$ cat src/rtl/sent_rx_serial_assembler.sv
// SENT serial message assembler.
// Gathers status-nibble bits 2/3 from consecutive fast frames into short (16-frame)
// or enhanced (18-frame) serial messages, hands each message to the downstream
// CRC checker, and publishes the decoded ID/data once the checker approves it.
//
// Assembly FSM
//   state     | meaning
//   S_HUNT    | waiting for a start pattern (short: bit3=1, enhanced: >=6 ones then 0)
//   S_COLLECT | gathering the remaining frames of a message
// Request FSM
//   state     | meaning
//   R_IDLE    | no message pending at the checker
//   R_WAIT    | message presented to the checker, waiting for its verdict
module sent_rx_serial_assembler #(
    parameter int CRC_TIMEOUT = 63
) (
    input  logic        clk_rx,
    input  logic        reset_n_rx,
    input  logic        serial_mode,
    input  logic        status_valid,
    input  logic [3:0]  status_nibble,
    input  logic        frame_crc_ok,
    output logic [2:0]  enable_crc_check_serial,
    output logic [29:0] data_channel_check_crc,
    input  logic [1:0]  crc_check_done,
    input  logic        valid_data_serial,
    input  logic        valid_data_enhanced,
    output logic [7:0]  msg_id,
    output logic [15:0] msg_data,
    output logic        msg_cfg,
    output logic        msg_valid,
    output logic        msg_error,
    output logic        msg_overrun
);

    localparam int TW = $clog2(CRC_TIMEOUT + 1);

    localparam logic [0:0] S_HUNT    = 1'b0;
    localparam logic [0:0] S_COLLECT = 1'b1;
    localparam logic [0:0] R_IDLE    = 1'b0;
    localparam logic [0:0] R_WAIT    = 1'b1;

    logic [0:0]    asm_state;
    logic          mode_q;
    logic [4:0]    frame_cnt;
    logic [2:0]    ones_cnt;
    logic [5:0]    roll;
    logic [14:0]   short_sh;
    logic [21:0]   ilv;
    logic [5:0]    crc6;

    logic [0:0]    req_state;
    logic          req_mode;
    logic [TW-1:0] tmo_cnt;

    logic          bit2;
    logic          bit3;
    logic          frame_ok;
    logic          mode_eff;
    logic          done_short;
    logic          done_enh;
    logic          enh_frame_err;
    logic          asm_done;
    logic [29:0]   snap;

    logic [1:0]    exp_done;
    logic          done_hit;
    logic          crc_good;
    logic          tmo_hit;
    logic          req_free;

    logic [7:0]    dec_id;
    logic [15:0]   dec_data;
    logic          dec_cfg;

    // Bits 1:0 of the status nibble carry nothing serial.
    logic          unused_nib;
    assign unused_nib = ^status_nibble[1:0];

    assign bit2     = status_nibble[2];
    assign bit3     = status_nibble[3];
    assign frame_ok = status_valid && frame_crc_ok;
    // While hunting the pin decides directly, so the mode that starts a message is the one kept for it.
    assign mode_eff = (asm_state == S_HUNT) ? serial_mode : mode_q;

    assign done_short    = frame_ok && (asm_state == S_COLLECT) && !mode_q && !bit3
                           && (frame_cnt == 5'd15);
    assign done_enh      = frame_ok && (asm_state == S_COLLECT) && mode_q && !bit3
                           && (frame_cnt == 5'd17);
    assign enh_frame_err = frame_ok && (asm_state == S_COLLECT) && mode_q && bit3
                           && ((frame_cnt == 5'd12) || (frame_cnt == 5'd17));
    assign asm_done      = done_short || done_enh;
    assign snap          = mode_q ? {ilv, bit2, bit3, crc6} : {14'd0, short_sh, bit2};

    assign exp_done = req_mode ? 2'b11 : 2'b10;
    assign done_hit = (req_state == R_WAIT) && (crc_check_done == exp_done);
    assign crc_good = req_mode ? valid_data_enhanced : valid_data_serial;
    assign tmo_hit  = (req_state == R_WAIT) && !done_hit && (tmo_cnt == TW'(1));
    // A verdict or timeout in the same cycle frees the slot for a message completing now.
    assign req_free = (req_state == R_IDLE) || done_hit || tmo_hit;

    assign enable_crc_check_serial = (req_state == R_WAIT) ? {2'b10, req_mode} : 3'b000;

    // Decode the held message; the snapshot stays stable for the whole request.
    always_comb begin
        dec_id   = '0;
        dec_data = '0;
        dec_cfg  = 1'b0;
        if (!req_mode) begin
            dec_id   = {4'd0, data_channel_check_crc[15:12]};
            dec_data = {8'd0, data_channel_check_crc[11:4]};
        end else begin
            dec_cfg = data_channel_check_crc[26];
            for (int i = 0; i < 12; i++) begin
                dec_data[11-i] = data_channel_check_crc[29-2*i];
            end
            if (data_channel_check_crc[26]) begin
                dec_id[3:0]     = {data_channel_check_crc[24], data_channel_check_crc[22],
                                   data_channel_check_crc[20], data_channel_check_crc[18]};
                dec_data[15:12] = {data_channel_check_crc[14], data_channel_check_crc[12],
                                   data_channel_check_crc[10], data_channel_check_crc[8]};
            end else begin
                dec_id = {data_channel_check_crc[24], data_channel_check_crc[22],
                          data_channel_check_crc[20], data_channel_check_crc[18],
                          data_channel_check_crc[14], data_channel_check_crc[12],
                          data_channel_check_crc[10], data_channel_check_crc[8]};
            end
        end
    end

    // Assembly FSM: frame counting, start-pattern hunting and bit collection.
    always_ff @(posedge clk_rx or negedge reset_n_rx) begin
        if (!reset_n_rx) begin
            asm_state <= S_HUNT;
            mode_q    <= 1'b0;
            frame_cnt <= '0;
            ones_cnt  <= '0;
            roll      <= '0;
            short_sh  <= '0;
            ilv       <= '0;
            crc6      <= '0;
        end else begin
            if (asm_state == S_HUNT) begin
                mode_q <= serial_mode;
            end
            if (status_valid) begin
                if (!frame_crc_ok) begin
                    asm_state <= S_HUNT;
                    frame_cnt <= '0;
                    ones_cnt  <= '0;
                    roll      <= '0;
                    short_sh  <= '0;
                    ilv       <= '0;
                    crc6      <= '0;
                end else if (asm_state == S_HUNT) begin
                    if (!mode_eff) begin
                        if (bit3) begin
                            asm_state <= S_COLLECT;
                            frame_cnt <= 5'd1;
                            short_sh  <= {14'd0, bit2};
                        end
                    end else begin
                        roll <= {roll[4:0], bit2};
                        if (bit3) begin
                            if (ones_cnt != 3'd7) begin
                                ones_cnt <= ones_cnt + 3'd1;
                            end
                        end else if (ones_cnt >= 3'd6) begin
                            asm_state <= S_COLLECT;
                            frame_cnt <= 5'd7;
                            crc6      <= roll;
                            ilv       <= {20'd0, bit2, bit3};
                            ones_cnt  <= '0;
                        end else begin
                            ones_cnt <= '0;
                        end
                    end
                end else if (!mode_q) begin
                    if (bit3) begin
                        frame_cnt <= 5'd1;
                        short_sh  <= {14'd0, bit2};
                    end else begin
                        short_sh <= {short_sh[13:0], bit2};
                        if (frame_cnt == 5'd15) begin
                            asm_state <= S_HUNT;
                            frame_cnt <= '0;
                        end else begin
                            frame_cnt <= frame_cnt + 5'd1;
                        end
                    end
                end else begin
                    ilv <= {ilv[19:0], bit2, bit3};
                    if (enh_frame_err || (frame_cnt == 5'd17)) begin
                        asm_state <= S_HUNT;
                        frame_cnt <= '0;
                        ones_cnt  <= '0;
                    end else begin
                        frame_cnt <= frame_cnt + 5'd1;
                    end
                end
            end
        end
    end

    // Request FSM: hand snapshots to the checker, collect verdicts, publish results.
    always_ff @(posedge clk_rx or negedge reset_n_rx) begin
        if (!reset_n_rx) begin
            req_state              <= R_IDLE;
            req_mode               <= 1'b0;
            tmo_cnt                <= '0;
            data_channel_check_crc <= '0;
            msg_id                 <= '0;
            msg_data               <= '0;
            msg_cfg                <= 1'b0;
            msg_valid              <= 1'b0;
            msg_error              <= 1'b0;
            msg_overrun            <= 1'b0;
        end else begin
            msg_valid   <= 1'b0;
            msg_error   <= enh_frame_err;
            msg_overrun <= 1'b0;
            if (req_state == R_WAIT) begin
                tmo_cnt <= tmo_cnt - TW'(1);
            end
            if (done_hit) begin
                if (crc_good) begin
                    msg_valid <= 1'b1;
                    msg_id    <= dec_id;
                    msg_data  <= dec_data;
                    msg_cfg   <= dec_cfg;
                end else begin
                    msg_error <= 1'b1;
                end
            end
            if (tmo_hit) begin
                msg_error <= 1'b1;
            end
            if (done_hit || tmo_hit) begin
                req_state <= R_IDLE;
            end
            if (asm_done) begin
                if (req_free) begin
                    req_state              <= R_WAIT;
                    req_mode               <= mode_q;
                    data_channel_check_crc <= snap;
                    tmo_cnt                <= TW'(CRC_TIMEOUT);
                end else begin
                    msg_overrun <= 1'b1;
                end
            end
        end
    end

endmodule
$ cat config.mk
export PLATFORM = sky130hd
export DESIGN_NAME = sent_rx_serial_assembler
export DESIGN_NICKNAME = d
export VERILOG_FILES = /design/src/rtl/sent_rx_serial_assembler.sv
export SDC_FILE = /design/constraint.sdc
export NUM_CORES = 1
export LEC_CHECK = 0
export CORE_AREA = 4 4 113 115
export DETAILED_ROUTE_END_ITERATION = 8
export DIE_AREA = 0 0 117 119
export PLACE_DENSITY = 0.72
export SLEW_MARGIN = 20
export SYNTH_ARGS = -nofsm -noshare
export SYNTH_HDL_FRONTEND = slang
export SYNTH_SLANG_ARGS = --single-unit
$ cat constraint.sdc
create_clock -name clk_rx -period 2.15 [get_ports clk_rx]
set_clock_uncertainty 0.1 [all_clocks]
set_input_delay 0.215 -clock clk_rx [delete_from_list [all_inputs] [get_ports clk_rx]]
set_output_delay 0.215 -clock clk_rx [all_outputs]
set_load 0.05 [all_outputs]
---- Word level (Yosys, flattened, before mapping) ----
Cells that the tools add are included.
storage, ports and cells
  register bits ........................... 125
  word-level logic and storage cells ...... 146
  output and inout port bits .............. 61
cells by class
  add/subtract/negate cells ............... 3
  reductions and logical operators ........ 30
  multiplexer cells ....................... 71
  bitwise gates (word level) .............. 1
  magnitude comparators ................... 1
  equality and inequality tests ........... 22
operators by type and width
  cell                                                   number
  two-way mux 22 bit                                     6
  two-way mux 15 bit                                     6
  two-way mux 6 bit                                      11
  two-way mux 5 bit                                      10
  two-way mux 30 bit                                     1
  two-way mux 1 bit                                      24
  two-way mux 3 bit                                      8
  two-way mux 16 bit                                     1
  AND reduction 5 bit                                    3
  logical AND 1 bit                                      13
  two-way mux 4 bit                                      3
  inequality test 3 x 2 -> 1 bit, second input constant  4
  inequality test 4 x 2 -> 1 bit, second input constant  3
  equality test 5 x 4 -> 1 bit, second input constant    2
  inequality test 3 bit, second input constant           3
  two-way mux 8 bit                                      1
  AND reduction 4 bit                                    2
  equality test 6 x 1 -> 1 bit, second input constant    1
  logical OR 1 bit                                       6
  inequality test 3 x 1 -> 1 bit, second input constant  2
  subtractor 6 x 1 -> 6 bit, second input constant       1
  adder 5 x 1 -> 5 bit, second input constant            1
  equality test 5 bit, second input constant             1
  inequality test 2 x 1 -> 1 bit, second input constant  2
  other kinds (9)                                        13

---- Longest topological paths before layout ----
Gate-level depths: netlist of the first run.
  depth in word-level cells ............... 10
  mapped depth ............................ 11
  mapped depth without buffers ............ 9

---- Worst setup path after synthesis of the first run ----
Ideal clock, no wire load.
  path kind ............................... reg-to-reg
  from .................................... register frame_cnt[0]
  to ...................................... register data_channel_check_crc[29]
  library setup time ...................... 132 ps
  clock period less this slack ............ 2036 ps
  slack ................................... 114 ps
  data required time ...................... 1918 ps
  arrival time ............................ 1804 ps
  cell stages (with the launch flop) ...... 12
  buffers on the path ..................... 2
  cells stage by stage .................... dfrtp_1 > ha_1 > nand3_1 > inv_1 > ha_1 > nand2b_1 > o21a_1 > a2111o_1 > buf_2 > buf_6 > nand2_1 > o21ai_1
between the ends
  word-level cells in the longest chain between the ends .. 4
  elaborated cells on any way between the ends .. 6
  classes of those cells .................. eq/ne: 2; reduce/logical: 4
RTL lines
  what                                                                 RTL line  RTL
  start: declaration                                                   45        logic [4:0] frame_cnt;
  start signal: assignment                                             188       frame_cnt <= frame_cnt + 5'd1;
  start signal: assignment                                             198       frame_cnt <= frame_cnt + 5'd1;
  equality test 5 x 4 -> 1 bit or equality test 5 bit (tied branches)  87, 89
  logical AND 1 bit, on equally long branches                          87, 89
  logical OR 1 bit (*)                                                 92        assign asm_done = done_short || done_enh;
  AND reduction 2 bit (no source line) (*)                             --
  end signal: assignment                                               245       data_channel_check_crc <= snap;
  end: declaration                                                     24        output logic [29:0] data_channel_check_crc,
Mark *: on every way between the ends. The rest lies on a longest branch, timed or not.
A chain may end at the register's enable or synchronous reset.

---- Worst setup path after layout of the first run ----
  from .................................... register frame_cnt[1]
  to ...................................... register data_channel_check_crc[12]
Same word-level chain as after synthesis.

==> impl_results.md, run 1 <==
* Slew @ Worst Pin at 590 ps
* RSZ-0062 raised after global routing: true
* Core Box Area at 11800 sq um
* P_int at 0.00430 W
* Worst rel slew slack at 0.603
* Switch share at 0.225
* VDD IR-drop max at 0.379 mV
* Post-Place Cell Area at 6810 sq um
* Final TNS setup at -848 ps
* Final nets at 696
* Worst R2R End: data_channel_check_crc[12]
* Routed wire length per instance at 16.2 um
* Failing checks: setup timing
* Initial Util at 0.491
* Total Wirelength at 13500 um
* Antenna violations before repair at 0
* Antenna-violating nets left at 0
* Post-synth top area share at 0.539
* Placed cells at 792
* GP Congestion at 0.830
* Synth Warn # at 0
* Final Slew Violations at 0
* Count of different cell masters after synthesis at 44
* Number of enable flip-flop cells after synthesis at 0
* Synth Area per Inst at 9.96 sq um
* R2R Setup Slk at -80 ps
* # DRC at 0
* Largest net degree at the start of global routing at 55
* Vias at 4524
* Design area at 7570 sq um
* First-pass GRT wire length at 22200 um
* Setup violation total in the final timing report at 27
* Htree depth at 4
* Critical Path Start Type: flop
* Vias in the first global route at 4465
* Row Count at 40
* Power Dens Cells at 732 nW/um^2
* Detailed Routing Iterations Pass 1 at 4
* Commonest cells after routing, fill and taps aside: nand2_1 (130), dfrtp_1 (125), clkdlybuf4s50_1 (66)
* Status: complete, but fails checks
* IO Pins at 74
* Share of the yosys chip area belonging to registers at 0.539
* CP Data Required Time at 2370 ps
* Cells after synthesis at 582
* Area contributors post-synth: dfrtp_1 (54%), nand2_1 (9.0%), o21ai_0 (6.2%)
* Crit-path max FO at 25
* Min Hold Slack at 200 ps
* Root cell of the clock tree: clkbuf_16
* Final worst slack at -81.6 ps
* Die Y at 119 um
* Iter 0 DRT Violations at 307
* Synth-to-layout area growth at 30.6%
* Minimum clock period at 2230 ps
* Critical path's largest stage delay at 490 ps
* Clock-pin slew on the worst setup and hold paths at 50 ps
* Sequential power share at 0.437
* CP Capture Type: flop
* Layout cell share with drive strength beyond 1 at 0.175
* Hold Vio Cnt, Final at 0
* Final HPWL DP at 8950 um
* Overall Global Routing Usage at 0.201
* Combinational power share at 0.071
* Net Count, Synth at 605
* Synth area leader: dfrtp_1
* Clock sink total at 125
* Reg2reg start: frame_cnt[1]
* Full die area at 13900 sq um
* Ant. Diodes at 0
* CP startpoint: frame_cnt[1]
* Slowest cell on crit path: a2111o_2
* Synth Flop Type: dfrtp_1
* Buffers on Ports at 70
* Crit-path cells: buf_6 > inv_2 > ha_1 > nand4bb_1 > o21a_1 > a2111o_2 > clkbuf_16 > o21ai_1
* Netlist Area Pre-Place at 5800 sq um
* CTS Buf Count at 17
* Die W at 117 um
* CP top delay family: compound AO/OA/AOI/OAI gates
* TritonCTS clock tree: yes
* Leak Pwr at 3.43 nW
* Overflow left after global routing at 0
* Clock insertion delay at the later pin of the skew report at 410 ps
* CP bufs+invs at 3
* Clock power frac at 0.492
* Sw power at 0.00125 W
* Layout Utilization at 0.641
* Tcrit/Tclk final at 1.04
* CP Class: flop to flop
* Max cap viols at 0
* Most common cell after layout, fill and taps aside: nand2_1
* CTS max path bufs at 2
* Vias per inst at 5.43
* Synth Register Bits at 125
* Asr flop ratio synth at 1.00
* Worst EP arrival at 2450 ps
* Reg2reg path depth at 8
* HP Class: input port to async pin
* Final Non-Filler Cells at 833
* Max Fclk at 0.448 GHz
-- sequential cells by signal (all words and copies together), names as in the netlist, 3 cells and up --
register and flops:
ilv 22, ones_cnt 3, crc6 6, frame_cnt 5, roll 6, data_channel_check_crc 30, msg_data 16, msg_id 8
short_sh 15, tmo_cnt 6
-- worst max path at each step --
stage	slack, ps	endpoint	cells past startpoint
2_1_floorplan	110	data_channel_check_crc[29]	11
3_3_place_gp	-20	data_channel_check_crc[3]	7
3_5_place_dp	-70	data_channel_check_crc[1]	7
4_1_cts	-20	req_mode	10
5_1_grt	-180	data_channel_check_crc[12]	8
6_report	-80	data_channel_check_crc[12]	8
-- metrics by stage --
step | total power [W] | worst slack (ps)
final | 0.00555 | -81.6
after global routing | 0.00575 | -178
after CTS | 0.00557 | -17.5
after detailed placement | 0.00285 | -73.5
after global placement | 0.00283 | -16.2
after floorplan | 0.00267 | 114
-- power by group through the flow --
stage	Sequential [W]	Combinational, W	Clock, W
final	0.00242	0.000394	0.00273
after global routing	0.00243	0.000439	0.00288
after CTS	0.00242	0.000390	0.00276
after detailed placement	0.00246	0.000383	0
after global placement	0.00246	0.000371	0
after floorplan	0.00245	0.000225	0
-- cells in the mapped netlist (2+ instances only) --
master,instances
nand2_1,139
dfrtp_1,125
o21ai_0,72
mux2i_1,31
clkbuf_1,28
mux2_2,25
and3_1,22
a22o_1,17
o21ai_1,13
inv_1,12
nor2_1,12
nand3_1,11
ha_1,10
buf_2,9
a21oi_1,4
nor2b_1,4
o211ai_1,4
or3_1,3
xnor2_1,3
xor2_1,3
a21o_1,2
a32oi_1,2
and2_1,2
buf_4,2
buf_6,2
nand2b_1,2
nand4_1,2
nor3_1,2
nor3b_1,2
o21a_1,2
o31ai_1,2
-- cells by family (layout without fill, tap and decap cells) --
family | after synthesis | count (layout) | share of synthesized area
AO/OA/AOI/OAI | 125 | 125 | 0.131
XOR/XNOR | 6 | 6 | 0.00906
adder cells (fa/ha/maj) | 10 | 10 | 0.0216
buffers and inverters | 54 | 158 | 0.0408
flip-flops | 125 | 125 | 0.539
multiplexers | 56 | 56 | 0.102
other | 1 | 1 | 0.000647
AND/OR/NAND/NOR | 205 | 205 | 0.156
-- worst reg2reg max path, stage by stage, from the launching register on --
cell	delay, ps
dfrtp_1	390
buf_6	120
inv_2	40
ha_1	130
nand4bb_1	170
o21a_1	260
a2111o_2	490
clkbuf_16	240
o21ai_1	190
-- area by class of cell --
type                    instances  area [sq um]
clock buffers                  24           472
fillers                       934          4240
repair buffers                113          1140
multi-input cells             403          2510
inverters                      13          48.8
clock inverters                 8          90.1
well taps                     147           184
flip-flops and latches        125          3130
-- routing by layer --
metal,vias up,routed length [um],share of wire,GRT usage
met1,2224,6040,0.45,0.276
met4,0,274,0.020,0.0695
li1,2191,-,-,-
met2,82,6620,0.49,0.312
met5,-,0,0,0
met3,27,553,0.041,0.0452
-- timing repair --
| action | 4_1_cts | 5_1_grt |
|---|---|---|
| gates cloned | 0 | 3 |
| setup buffers | 2 | 3 |
| pin swaps | 1 | 0 |
| hold buffers | 1 | 0 |
| resized for setup | 2 | 34 |
| endpoints found under the hold margin | 30 | 0 |
| setup endpoints to repair | 33 | 36 |
(Power assumes the default switching activity.)
==> run 2, diff against run 1 <==
PLACE_DENSITY = 0.69   (was 0.72)
clock period = 2.11 ns   (was 2.15 ns; I/O delays follow)
==> run 2 against run 1 <==
- the flow still finishes with violations (setup timing)
- largest cell class unchanged
- core utilization is 3.1 points higher
- critical path depth is 2 higher
- die area stayed put
- critical endpoint is now data_channel_check_crc[26]
- sequential power is 2% higher
- worst setup slack worse by 87 ps
- non-clock buffer count is 10 higher
- clock-buffer cell count stayed put
- clock power is 15% higher
- first-iteration DRC count is 41% higher
==> impl_results.md, run 2 (synthesized netlist as in run 1, its figures left out) <==
* Status: complete, but fails checks
* Failing checks: setup timing
* Root cell of the clock tree: clkbuf_16
* Worst EP arrival at 2470 ps
* Clock insertion delay at the later pin of the skew report at 410 ps
* Overall Global Routing Usage at 0.208
* Buffers on Ports at 70
* Most flops, register: data_channel_check_crc
* Detailed Routing Iterations Pass 1 at 4
* Min Hold Slack at 181 ps
* HP Class: input port to async pin
* CTS Buf Count at 17
* Row Count at 40
* Core Box Area at 11800 sq um
* Final nets at 706
* CTS max path bufs at 2
* Die Y at 119 um
* # DRC at 0
* Ant. Diodes at 0
* CP Capture Type: flop
* TritonCTS clock tree: yes
* Power Dens Cells at 761 nW/um^2
* Critical Path Start Type: flop
* Layout cell share with drive strength beyond 1 at 0.209
* Full die area at 13900 sq um
* Synth-to-layout area growth at 36.9%
* Antenna violations before repair at 0
* GP Congestion at 0.823
* Max cap viols at 0
* RSZ-0062 raised after global routing: true
* Routed wire length per instance at 16.9 um
* Largest register FFs at 30
* Overflow left after global routing at 0
* Vias in the first global route at 4603
* VDD IR-drop max at 0.427 mV
* Vias per inst at 5.54
* First-pass GRT wire length at 22900 um
* Largest net degree at the start of global routing at 52
* Max Fclk at 0.439 GHz
* Hold Vio Cnt, Final at 0
* Vias at 4660
* Minimum clock period at 2280 ps
* Slew @ Worst Pin at 520 ps
* IO Pins at 74
* Most common cell after layout, fill and taps aside: nand2_1
* Worst rel slew slack at 0.653
* Antenna-violating nets left at 0
* Iter 0 DRT Violations at 434
* Final HPWL DP at 8920 um
* CP Class: flop to flop
* Initial Util at 0.491
* R2R Setup Slk at -170 ps
* Setup violation total in the final timing report at 31
* Die W at 117 um
* Crit-path max FO at 12
* Final TNS setup at -3140 ps
* Final Slew Violations at 0
* Biggest regs: data_channel_check_crc: 30 flops, ilv: 22 flops, msg_data: 16 flops
* Htree depth at 4
* Final worst slack at -169 ps
* Clock sink total at 125
* Tcrit/Tclk final at 1.08
* Commonest cells after routing, fill and taps aside: nand2_1 (128), dfrtp_1 (125), clkdlybuf4s50_1 (65)
* Total Wirelength at 14200 um
* CP Data Required Time at 2300 ps
* Clock-pin slew on the worst setup and hold paths at 50 ps
* Leak Pwr at 3.59 nW
run 2: stage by stage:
step / cells / power, W / cell area [sq um] / worst slack [ps] / utilization
detailed placement: 794 / 0.00292 / 6850 / -79.3 / 0.580
floorplan: 582 / 0.00273 / 5800 / 73.7 / -
global placement: 794 / 0.00290 / 6850 / -56.5 / 0.580
finish: 841 / 0.00604 / 7940 / -169 / 0.672
CTS: 834 / 0.00605 / 7680 / -63.3 / 0.650
global route: 841 / 0.00626 / 7940 / -234 / 0.672
run 2: final timing paths:
path                              start                          to  cells past startpoint
min in group clk_rx           msg_id[0]                   msg_id[0]                      2
max reg2reg                frame_cnt[0]  data_channel_check_crc[26]                     10
max                        frame_cnt[0]  data_channel_check_crc[26]                     10
min reg2reg                   msg_id[0]                   msg_id[0]                      2
max in group asynchronous    reset_n_rx                frame_cnt[1]                      3
min                          reset_n_rx                   msg_error                      2
run 2: final cells by class:
cell class                 instances  area (sq um)
clock buffer                      24           512
multi-input combinational        403          2630
timing repair buffer             123          1310
tap                              147           184
clock inverter                     6           130
fill                             859          3870
sequential                       125          3130
inverter                          13          48.8
run 2: per-layer routing:
layer / wire [um] / global-route usage
met5: 0 / 0
met4: 352 / 0.0810
met3: 639 / 0.0483
met2: 6870 / 0.317
met1: 6370 / 0.287
run 2: what timing repair did:
action / in CTS / in global routing
endpoints found under the setup margin: 32 / 63
resized for setup: 15 / 50
pin swaps: 0 / 11
gates cloned: 3 / 3
setup buffers: 6 / 5
hold endpoints to repair: 30 / 0
hold buffers: 1 / 0
run 2: where the power goes:
group	switching [W]	total, W	leakage [nW]	internal, W
Clock	0.000994	0.00314	0.318	0.00215
Sequential	0.0000420	0.00247	1.71	0.00243
Combinational	0.000245	0.000426	1.57	0.000181
Total	0.00128	0.00604	3.59	0.00476
run 2: critical path, stage by stage, from the launching register on:
cell and delay [ps]:
dfrtp_1 400, ha_4 180, nand3_4 80, inv_2 80
ha_4 140, nand2b_4 50, o21a_1 150, a2111o_2 480
bufbuf_16 320, nand2_1 80, o21ai_1 90
